[src/rtl/si_stats_window_ctrl_pkg.sv]
// Shared definitions for the statistics window controller: FSM states,
// snapshot/overrun widths and the window reload helper.
package si_stats_window_ctrl_pkg;

   localparam int SEQ_W = 8;
   localparam int OVR_W = 16;
   localparam int WIN_W = 32;

   typedef enum logic [1:0] {
      IDLE  = 2'd0,
      RUN   = 2'd1,
      FLUSH = 2'd2
   } state_t;

   // A programmed length of zero behaves as a one-cycle window.
   function automatic logic [WIN_W-1:0] window_reload(input logic [WIN_W-1:0] len);
      return (len == '0) ? '0 : len - 1'b1;
   endfunction

endpackage

[src/rtl/si_stats_window_ctrl_timer.sv]
// Loadable window down-counter; expire is high while the count sits at zero.
module si_stats_window_timer
   import si_stats_window_ctrl_pkg::*;
#(
   parameter logic [WIN_W-1:0] RESET_VALUE = '1
) (
   input  logic             eth_clk,
   input  logic             eth_rst,
   input  logic             load,
   input  logic             enable,
   input  logic [WIN_W-1:0] value,
   output logic             expire
);

   logic [WIN_W-1:0] count;

   always_ff @(posedge eth_clk) begin
      if (eth_rst) begin
         count <= RESET_VALUE;
      end else if (load) begin
         count <= value;
      end else if (enable && (count != '0)) begin
         count <= count - 1'b1;
      end
   end

   assign expire = (count == '0);

endmodule

[src/rtl/si_stats_window_ctrl.sv]
// Window controller for the statistics counters: paces latch/clear pulses,
// tracks pending snapshots and counts snapshots lost before acceptance.
module si_stats_window_ctrl
   import si_stats_window_ctrl_pkg::*;
#(
   parameter int unsigned ETH_CLK_FREQ = 156250000
) (
   input  logic             eth_clk,
   input  logic             eth_rst,
   input  logic [WIN_W-1:0] cfg_window_len,
   input  logic             cmd_start,
   input  logic             cmd_stop,
   input  logic             cmd_clear,
   input  logic             snap_ready,
   output logic             count_en,
   output logic             latch_o,
   output logic             clear_o,
   output logic             snap_valid,
   output logic [SEQ_W-1:0] snap_seq,
   output logic [OVR_W-1:0] overrun_cnt,
   output logic             busy
);

   state_t state;
   state_t state_next;
   logic   latch_next;
   logic   clear_next;
   logic   timer_load;
   logic   timer_expire;

   si_stats_window_timer #(
      .RESET_VALUE(WIN_W'(ETH_CLK_FREQ - 1))
   ) u_timer (
      .eth_clk (eth_clk),
      .eth_rst (eth_rst),
      .load    (timer_load),
      .enable  (state == RUN),
      .value   (window_reload(cfg_window_len)),
      .expire  (timer_expire)
   );

   // Clear outranks stop, stop outranks expiry, so a coinciding stop and
   // expiry yield exactly one latch and no clear.
   always_comb begin
      state_next = state;
      latch_next = 1'b0;
      clear_next = 1'b0;
      timer_load = 1'b0;
      case (state)
         IDLE: begin
            if (!cmd_clear && cmd_start) begin
               state_next = RUN;
               clear_next = 1'b1;
               timer_load = 1'b1;
            end
         end
         RUN: begin
            if (cmd_clear) begin
               clear_next = 1'b1;
               timer_load = 1'b1;
            end else if (cmd_stop) begin
               state_next = FLUSH;
               latch_next = 1'b1;
            end else if (timer_expire) begin
               latch_next = 1'b1;
               clear_next = 1'b1;
               timer_load = 1'b1;
            end
         end
         FLUSH: begin
            state_next = IDLE;
         end
         default: begin
            state_next = IDLE;
         end
      endcase
   end

   always_ff @(posedge eth_clk) begin
      if (eth_rst) begin
         state    <= IDLE;
         count_en <= 1'b0;
         latch_o  <= 1'b0;
         clear_o  <= 1'b0;
         busy     <= 1'b0;
      end else begin
         state    <= state_next;
         count_en <= (state_next == RUN);
         latch_o  <= latch_next;
         clear_o  <= clear_next;
         busy     <= (state_next != IDLE);
      end
   end

   // Snapshot bookkeeping follows the registered latch pulse by one cycle.
   always_ff @(posedge eth_clk) begin
      if (eth_rst) begin
         snap_valid  <= 1'b0;
         snap_seq    <= '0;
         overrun_cnt <= '0;
      end else begin
         if (latch_o) begin
            snap_valid <= 1'b1;
            snap_seq   <= snap_seq + 1'b1;
         end else if (snap_valid && snap_ready) begin
            snap_valid <= 1'b0;
         end
         if (cmd_clear) begin
            overrun_cnt <= '0;
         end else if (latch_o && snap_valid && !snap_ready && (overrun_cnt != '1)) begin
            overrun_cnt <= overrun_cnt + 1'b1;
         end
      end
   end

endmodule

[config.mk]
export PLATFORM = sky130hd
export DESIGN_NAME = si_stats_window_ctrl
export DESIGN_NICKNAME = d
export VERILOG_FILES = /design/src/rtl/si_stats_window_ctrl_pkg.sv /design/src/rtl/si_stats_window_ctrl_timer.sv /design/src/rtl/si_stats_window_ctrl.sv
export SDC_FILE = /design/constraint.sdc
export NUM_CORES = 1
export LEC_CHECK = 0
export BUFFER_PORTS_ARGS = -buffer_cell sky130_fd_sc_hd__buf_2
export CORE_MARGIN = 5
export CORE_UTILIZATION = 45
export CTS_CLUSTER_DIAMETER = 60
export DETAILED_ROUTE_END_ITERATION = 12
export MAX_ROUTING_LAYER = met4
export PLACE_DENSITY = 0.74
export SYNTH_ARGS = -nofsm -noshare
export SYNTH_HDL_FRONTEND = slang
export SYNTH_HIERARCHICAL = 1
export SYNTH_SLANG_ARGS = --single-unit
[constraint.sdc]
create_clock -name eth_clk -period 2.9 [get_ports eth_clk]
set_input_delay 0.435 -clock eth_clk [delete_from_list [all_inputs] [get_ports eth_clk]]
set_output_delay 0.435 -clock eth_clk [all_outputs]
set_load 0.02 [all_outputs]
## Word-level counts from Yosys, hierarchy flattened

Cells that the tools add are included.

- Bits of input ports: 38
- Latch bits: 0
- Memory bits (read-only): 0
- Logic and storage cells: 49
- Memories kept: 0
- RAM bits: 0
- Register bits: 63
- Output and inout bits: 29

- Div/mod/pow operators: 0
- Bitwise logic cells: 1
- Magnitude comparators: 0
- Add/subtract/negate cells: 4
- Multipliers: 0
- Equality and inequality tests: 3
- Shift operators: 0
- Muxes and demuxes: 15
- Reductions and logical operators: 17

Operators with widths:

| kind | number |
|---|---|
| $mux W32 | 3 |
| $logic_not A32 Y1 | 2 |
| $sub A32 B1 Y32 const B | 2 |
| $reduce_bool A32 Y1 | 1 |
| $add A16 B1 Y16 const B | 1 |
| $ne A16 B16 Y1 const B | 1 |
| $add A8 B1 Y8 const B | 1 |
| $mux W1 | 7 |
| $logic_and A1 B1 Y1 | 6 |
| $mux W2 | 3 |
| $reduce_bool A2 Y1 | 3 |
| $eq A2 B1 Y1 const B | 2 |
| $pmux W2 S2 | 1 |
| $reduce_or A3 Y1 | 1 |
| $logic_not A1 Y1 | 2 |
| $logic_not A2 Y1 | 1 |
| $pmux W1 S2 | 1 |
| $reduce_or A2 Y1 | 1 |
| $not A1 Y1 | 1 |

## Depth between registers and ports, before layout

- Word-level depth: 6
- Depth in mapped cells: 14

## By module

Netlist, hierarchy kept.

By module, submodules not included:

| module | times used | area each (µm²) | seq. area each (µm²) | cells an instance |
|---|---|---|---|---|
| si_stats_window_ctrl | 1 | 2258.4 | 620.6 | 298 |
| si_stats_window_timer | 1 | 2139.6 | 640.6 | 260 |

## Worst setup path after synthesis

No wires, ideal clock.

- Path type: reg2reg
- Start: register u_timer.count[2]
- End: register u_timer.count[31]
- Arrival: 3.016 ns
- Cell stages (with the launch flop): 13
- Setup slack: -0.259 ns
- Setup time: 0.142 ns
- Cells stage by stage: dfxtp_1 > or4_4 > nor3_1 > nand2_1 > nor3_1 > nand2b_1 > and3_1 > nor3_1 > clkbuf_1 > inv_2 > dlygate4sd3_1 > nor2_1 > a311oi_1

- Word-level cells in the longest chain between the ends: 6

Ends and longest elaborated chain:

| element | RTL line | RTL |
|---|---|---|
| from (decl) | si_stats_window_ctrl_timer.sv:15 | `logic [WIN_W-1:0] count;` |
| from (signal assigned) | si_stats_window_ctrl_timer.sv:21 | `count <= value;` |
| from (signal assigned) | si_stats_window_ctrl_timer.sv:23 | `count <= count - 1'b1;` |
| $logic_not A32 Y1 * | si_stats_window_ctrl_timer.sv:27 | `assign expire = (count == '0);` |
| named net timer_expire | si_stats_window_ctrl.sv:29 | `logic timer_expire;` |
| $mux W1 * (3 in a row) | n/a |  |
| $pmux W1 S2 * | n/a |  |
| named net clear_next | si_stats_window_ctrl.sv:27 | `logic clear_next;` |
| $mux W32 or $reduce_bool A2 Y1 (tied branches) | n/a |  |

The timed path passes the listed nets; every way through them passes the cells marked *. The select of a mux whose other input is x is not followed.
A chain may end at the register's enable or synchronous reset.

## Final worst setup path

- Start: register u_timer.count[3]
- End: register u_timer.count[2]

Same word-level chain as after synthesis.

==> results.txt <==
----------------------------------------------------
[Yosys]
  Number of flops mapped to enable cells by yosys ... 0
  Synthesized-area fraction occupied by adder cells ... 1.14%
  Post-synth top area share ... 28.7%
  Post-synthesis cell type with the largest combined area ... sky130_fd_sc_hd__dfxtp_1
  Simple-gate portion of the synthesized area ... about two fifths
  Leading cell type by number of instances after synthesis ... sky130_fd_sc_hd__dfxtp_1
  Area contributors post-synth ... sky130_fd_sc_hd__dfxtp_1, sky130_fd_sc_hd__nor2_1, sky130_fd_sc_hd__nor3_1, sky130_fd_sc_hd__a311oi_1, sky130_fd_sc_hd__o31ai_1
  Number of register bits inferred by synthesis ... 63
  Portion of the post-synthesis area used by sequential elements ... 28.7%
  Mean area per synthesized cell ... 7.88 sq um
  Count of unique library cells instantiated by Yosys ... 59
  Dominant synthesized flop cell ... sky130_fd_sc_hd__dfxtp_1
  Gate Count Post-Synth ... between 500 and 600
  Commonest cells post-synth ... sky130_fd_sc_hd__dfxtp_1, sky130_fd_sc_hd__nor2_1, sky130_fd_sc_hd__nor3_1, sky130_fd_sc_hd__nand2_1, sky130_fd_sc_hd__or3_1
  Dominant combinational cell family by area after synthesis ... simple AND/OR/NAND/NOR gates
  Yosys Warn Count ... 6
  Complex-gate fraction of the synthesized area ... 20.6%
  Synthesized-area fraction occupied by xor and xnor cells ... approximately 3.2%
  Mux contribution to synthesized area ... 3.19%
  Post-synth design cell area ... 4400 sq um
  Synthesized netlist net count ... 600
  Async set or reset register ratio after synthesis ... 0%

[Job]
  Number of maximum-capacitance violations ... 0

[Setup path]
  R2R Path End ... u_timer/count[2]
  Worst path top cell family by delay ... simple AND/OR/NAND/NOR gates
  CP required ... 3.13 ns
  Type of the worst setup path ... flip-flop to flip-flop
  Cell seen most often among critical-path stages ... sky130_fd_sc_hd__nor3_4
  Worst reg-to-reg setup slack ... 0.16 ns
  Highest cell delay on the worst timing path ... approximately 0.58 ns
  CP endpoint kind ... flip-flop
  Number of cell instances on the worst register-to-register path ... 10
  Biggest fanout along the worst timing path ... 17
  Sequence of cells on the critical path ... or4_4, nor3_4, nand2_1, nor3_2, nand2b_1, and3_4, nor3_4, clkinv_4, buf_12, o311a_1
  Startpoint Class ... flip-flop
  Data arrival time of the critical path ... 2.97 ns
  Critical path's slowest cell ... sky130_fd_sc_hd__or4_4
  Number of buffer and inverter instances along the worst setup path ... 2
  Beginning of the worst register-to-register path ... u_timer/count[3]

[Placement]
  HPWL reported at the end of detailed placement ... just over 9000 microns
  Count of buffers from port buffering ... 66
  Placed cell area ... 4990 sq um
  Routability cong. ... 0.891

[Drt]
  Routed wirelength normalized by instance count ... 16.1 microns
  Initial DRT Pass Iterations ... 5
  DR vias ... approximately 4800
  Routed wire length ... around 13000 microns
  Post-route DRC violation count ... 0
  Number of nets still failing antenna checks after routing ... 0
  Number of DRC markers after the initial detailed-route iteration ... 387
  Via-per-instance ratio ... ~6.2

[Floorplanning]
  Initial Util ... a little under half
  Core region area ... just under 10000 sq um
  Number of cell rows ... 36
  Die W ... 109 microns
  Height of the die ... approximately 110 microns
  Number of placed I/O pins ... 67
  Area of the die ... 11900 sq um

[Worst hold path]
  Min-Delay Path Depth ... 2
  Start point of the worst hold path ... cmd_stop
  Hold-critical path endpoint ... count_en
  Classification of the worst-slack hold path ... input port to flip-flop

[Layout]
  Fin area ... 5370 sq um
  Layout overhead on the synthesized area ... 22.0%
  Fraction of final layout cells sized beyond drive strength 1 ... 25.2%
  Final core utilization ... between 50% and 60%
  Count of fill cells added during filler insertion ... 935
  # diodes ... 0
  NumNets Final ... 685

[Global routing]
  First-pass GRT wire length ... 20900 microns
  Largest net degree at the start of global routing ... 48
  Antenna violations before repair ... 0
  Number of global-route vias before repair ... 4419
  Leftover overflow at the end of global routing ... 0
  GRT Util Overall ... 22.1%

[STA]
  Final max-slew violation count ... 0
  Largest clock skew in the final design ... ~0.010 ns
  F_max ... 0.364 GHz
  Final sum of negative setup slack ... 0 ns
  Headroom to the max-slew limit ... 41.8%
  Transition time at the pin with the least slew margin ... approximately 0.87 ns
  Fin. Hold Viols ... 0
  Final setup viols ... 0
  Final critical path time including I/O delays and setup ... 2.74 ns
  Final worst-path cycle share ... 94.6%

[Clocking]
  Clock buffer count from CTS ... 9
  CTS Hold Buffers Added ... 0
  Clock net sink count ... 63
  CTS max path bufs ... 2
  Depth of the CTS H-tree ... 3
  CTS tree ... yes
  Cell at the root of the clock tree ... sky130_fd_sc_hd__clkbuf_8
  Clock transition at the registers of the reported paths ... ~0.06 ns
  Clk_lat worst skew ... 0.34 ns

[Run status]
  Outcome ... finished, final reports clean

[Power and ir drop]
  Total leakage power ... 1.89 nW
  Ratio of total power to cell area ... slightly above 400 nW/um^2
  Maximum vdd ir drop ... 217 uV

----------------------------------------------------
[cell type report]
cell class | count | area, sq um | area share, %
Clock inverter | 4 | 70.1 | 1.31
Sequential cell | 63 | 1260 | 23.5
Clock buffer | 11 | 141 | 2.63
Multi-Input combinational cell | 448 | 3000 | 56.0
Tap cell | 133 | 166 | 3.10
Timing Repair Buffer | 105 | 656 | 12.2
Timing Repair inverter | 1 | 5.00 | 0.0933
Inverter | 15 | 61.3 | 1.14
[per-layer routing]
metal	track usage (%)	vias to the layer above	share of wire [%]
met2	34.3	154	46
met1	29.5	2295	47
met3	3.67	19	5.5
met4	6.49	0	1.4
met5	-	-	0
li1	-	2368	-
[stage by stage]
step | hold WS [ns] | worst slack (ns) | cells | total power [mW]
floorplan | 0.477 | 0.00140 | 558 | 1.18
global placement | 0.465 | 0.0985 | 757 | 1.29
detailed placement | 0.506 | -0.0135 | 757 | 1.30
CTS | 0.339 | 0.0237 | 772 | 2.14
global route | 0.353 | -0.0116 | 780 | 2.26
finish | 0.357 | 0.155 | 780 | 2.17
[cells in the final DEF (no fill, tap or decap), types with 5 or more instances in the layout]
| master | count |
|---|---|
| sky130_fd_sc_hd__buf_2 | 66 |
| sky130_fd_sc_hd__dfxtp_1 | 62 |
| sky130_fd_sc_hd__nor2_1 | 57 |
| sky130_fd_sc_hd__buf_4 | 35 |
| sky130_fd_sc_hd__nor3_1 | 31 |
| sky130_fd_sc_hd__nand2_1 | 30 |
| sky130_fd_sc_hd__or3_1 | 27 |
| sky130_fd_sc_hd__a21oi_1 | 26 |
| sky130_fd_sc_hd__o31ai_1 | 23 |
| sky130_fd_sc_hd__a311oi_1 | 21 |
| sky130_fd_sc_hd__or4_1 | 19 |
| sky130_fd_sc_hd__nor4_1 | 18 |
| sky130_fd_sc_hd__nand3_1 | 16 |
| sky130_fd_sc_hd__nand4_1 | 14 |
| sky130_fd_sc_hd__inv_1 | 14 |
| sky130_fd_sc_hd__o21ai_0 | 13 |
| sky130_fd_sc_hd__xnor2_1 | 10 |
| sky130_fd_sc_hd__clkbuf_8 | 10 |
| sky130_fd_sc_hd__a2111oi_0 | 10 |
| sky130_fd_sc_hd__and4_1 | 9 |
| sky130_fd_sc_hd__nor3b_1 | 9 |
| sky130_fd_sc_hd__and3_1 | 8 |
| sky130_fd_sc_hd__mux2_2 | 8 |
| sky130_fd_sc_hd__a31oi_1 | 7 |
| sky130_fd_sc_hd__or2_2 | 6 |
| sky130_fd_sc_hd__o41ai_1 | 6 |
| sky130_fd_sc_hd__xor2_1 | 6 |
| sky130_fd_sc_hd__mux2i_1 | 5 |
| sky130_fd_sc_hd__nand3b_1 | 5 |
| sky130_fd_sc_hd__nor3_2 | 5 |
[worst register-to-register path: cells and delay by family, from the launching register on]
kind / cells / cell delay [ns]
buf+inv: 2 / 0.36
compound gates: 1 / 0.34
flops: 1 / 0.35
simple gates: 7 / 1.58
[where the power goes]
part           switching, mW  leakage [nW]  internal (mW)
Sequential            0.0548         0.515          0.914
Clock                  0.333         0.109          0.500
Combinational          0.202          1.26          0.162
[cell families (layout without fill, tap and decap cells)]
kind of cell	after synthesis	in the layout
adder cells (fa/ha/maj)	4	4
flip-flops	63	63
XOR/XNOR	16	16
multiplexers	13	13
AND/OR/NAND/NOR	288	288
AO/OA/AOI/OAI	127	127
buffers and inverters	47	136
[worst max-delay path by stage]
stage	from	endpoint	slack (ns)	depth (start not counted)
final	u_timer/count[3]	u_timer/count[2]	0.16	10
after global routing	u_timer/count[27]	u_timer/count[7]	-0.01	11
after CTS	u_timer/count[3]	u_timer/count[16]	0.02	10
after detailed placement	u_timer/count[3]	u_timer/count[16]	-0.01	10
after global placement	u_timer/count[3]	u_timer/count[2]	0.1	10
after floorplan	u_timer/count[2]	u_timer/count[6]	0.001	11
[timing repair]
item / 4_1_cts / 5_1_grt
pin swaps: 0 / 8
gates resized for setup: 2 / 21
cloned: 0 / 1
setup buffers: 0 / 7
setup endpoints to repair: 2 / 30
[registers in the layout, summed over array words and instances (netlist names)]
register and count:
clear_o 1, count_en 1, busy 1, latch_o 1, snap_seq 8, snap_valid 1
state 2, u_timer/count 32, overrun_cnt 16
Power figures use the tool's default switching activity.
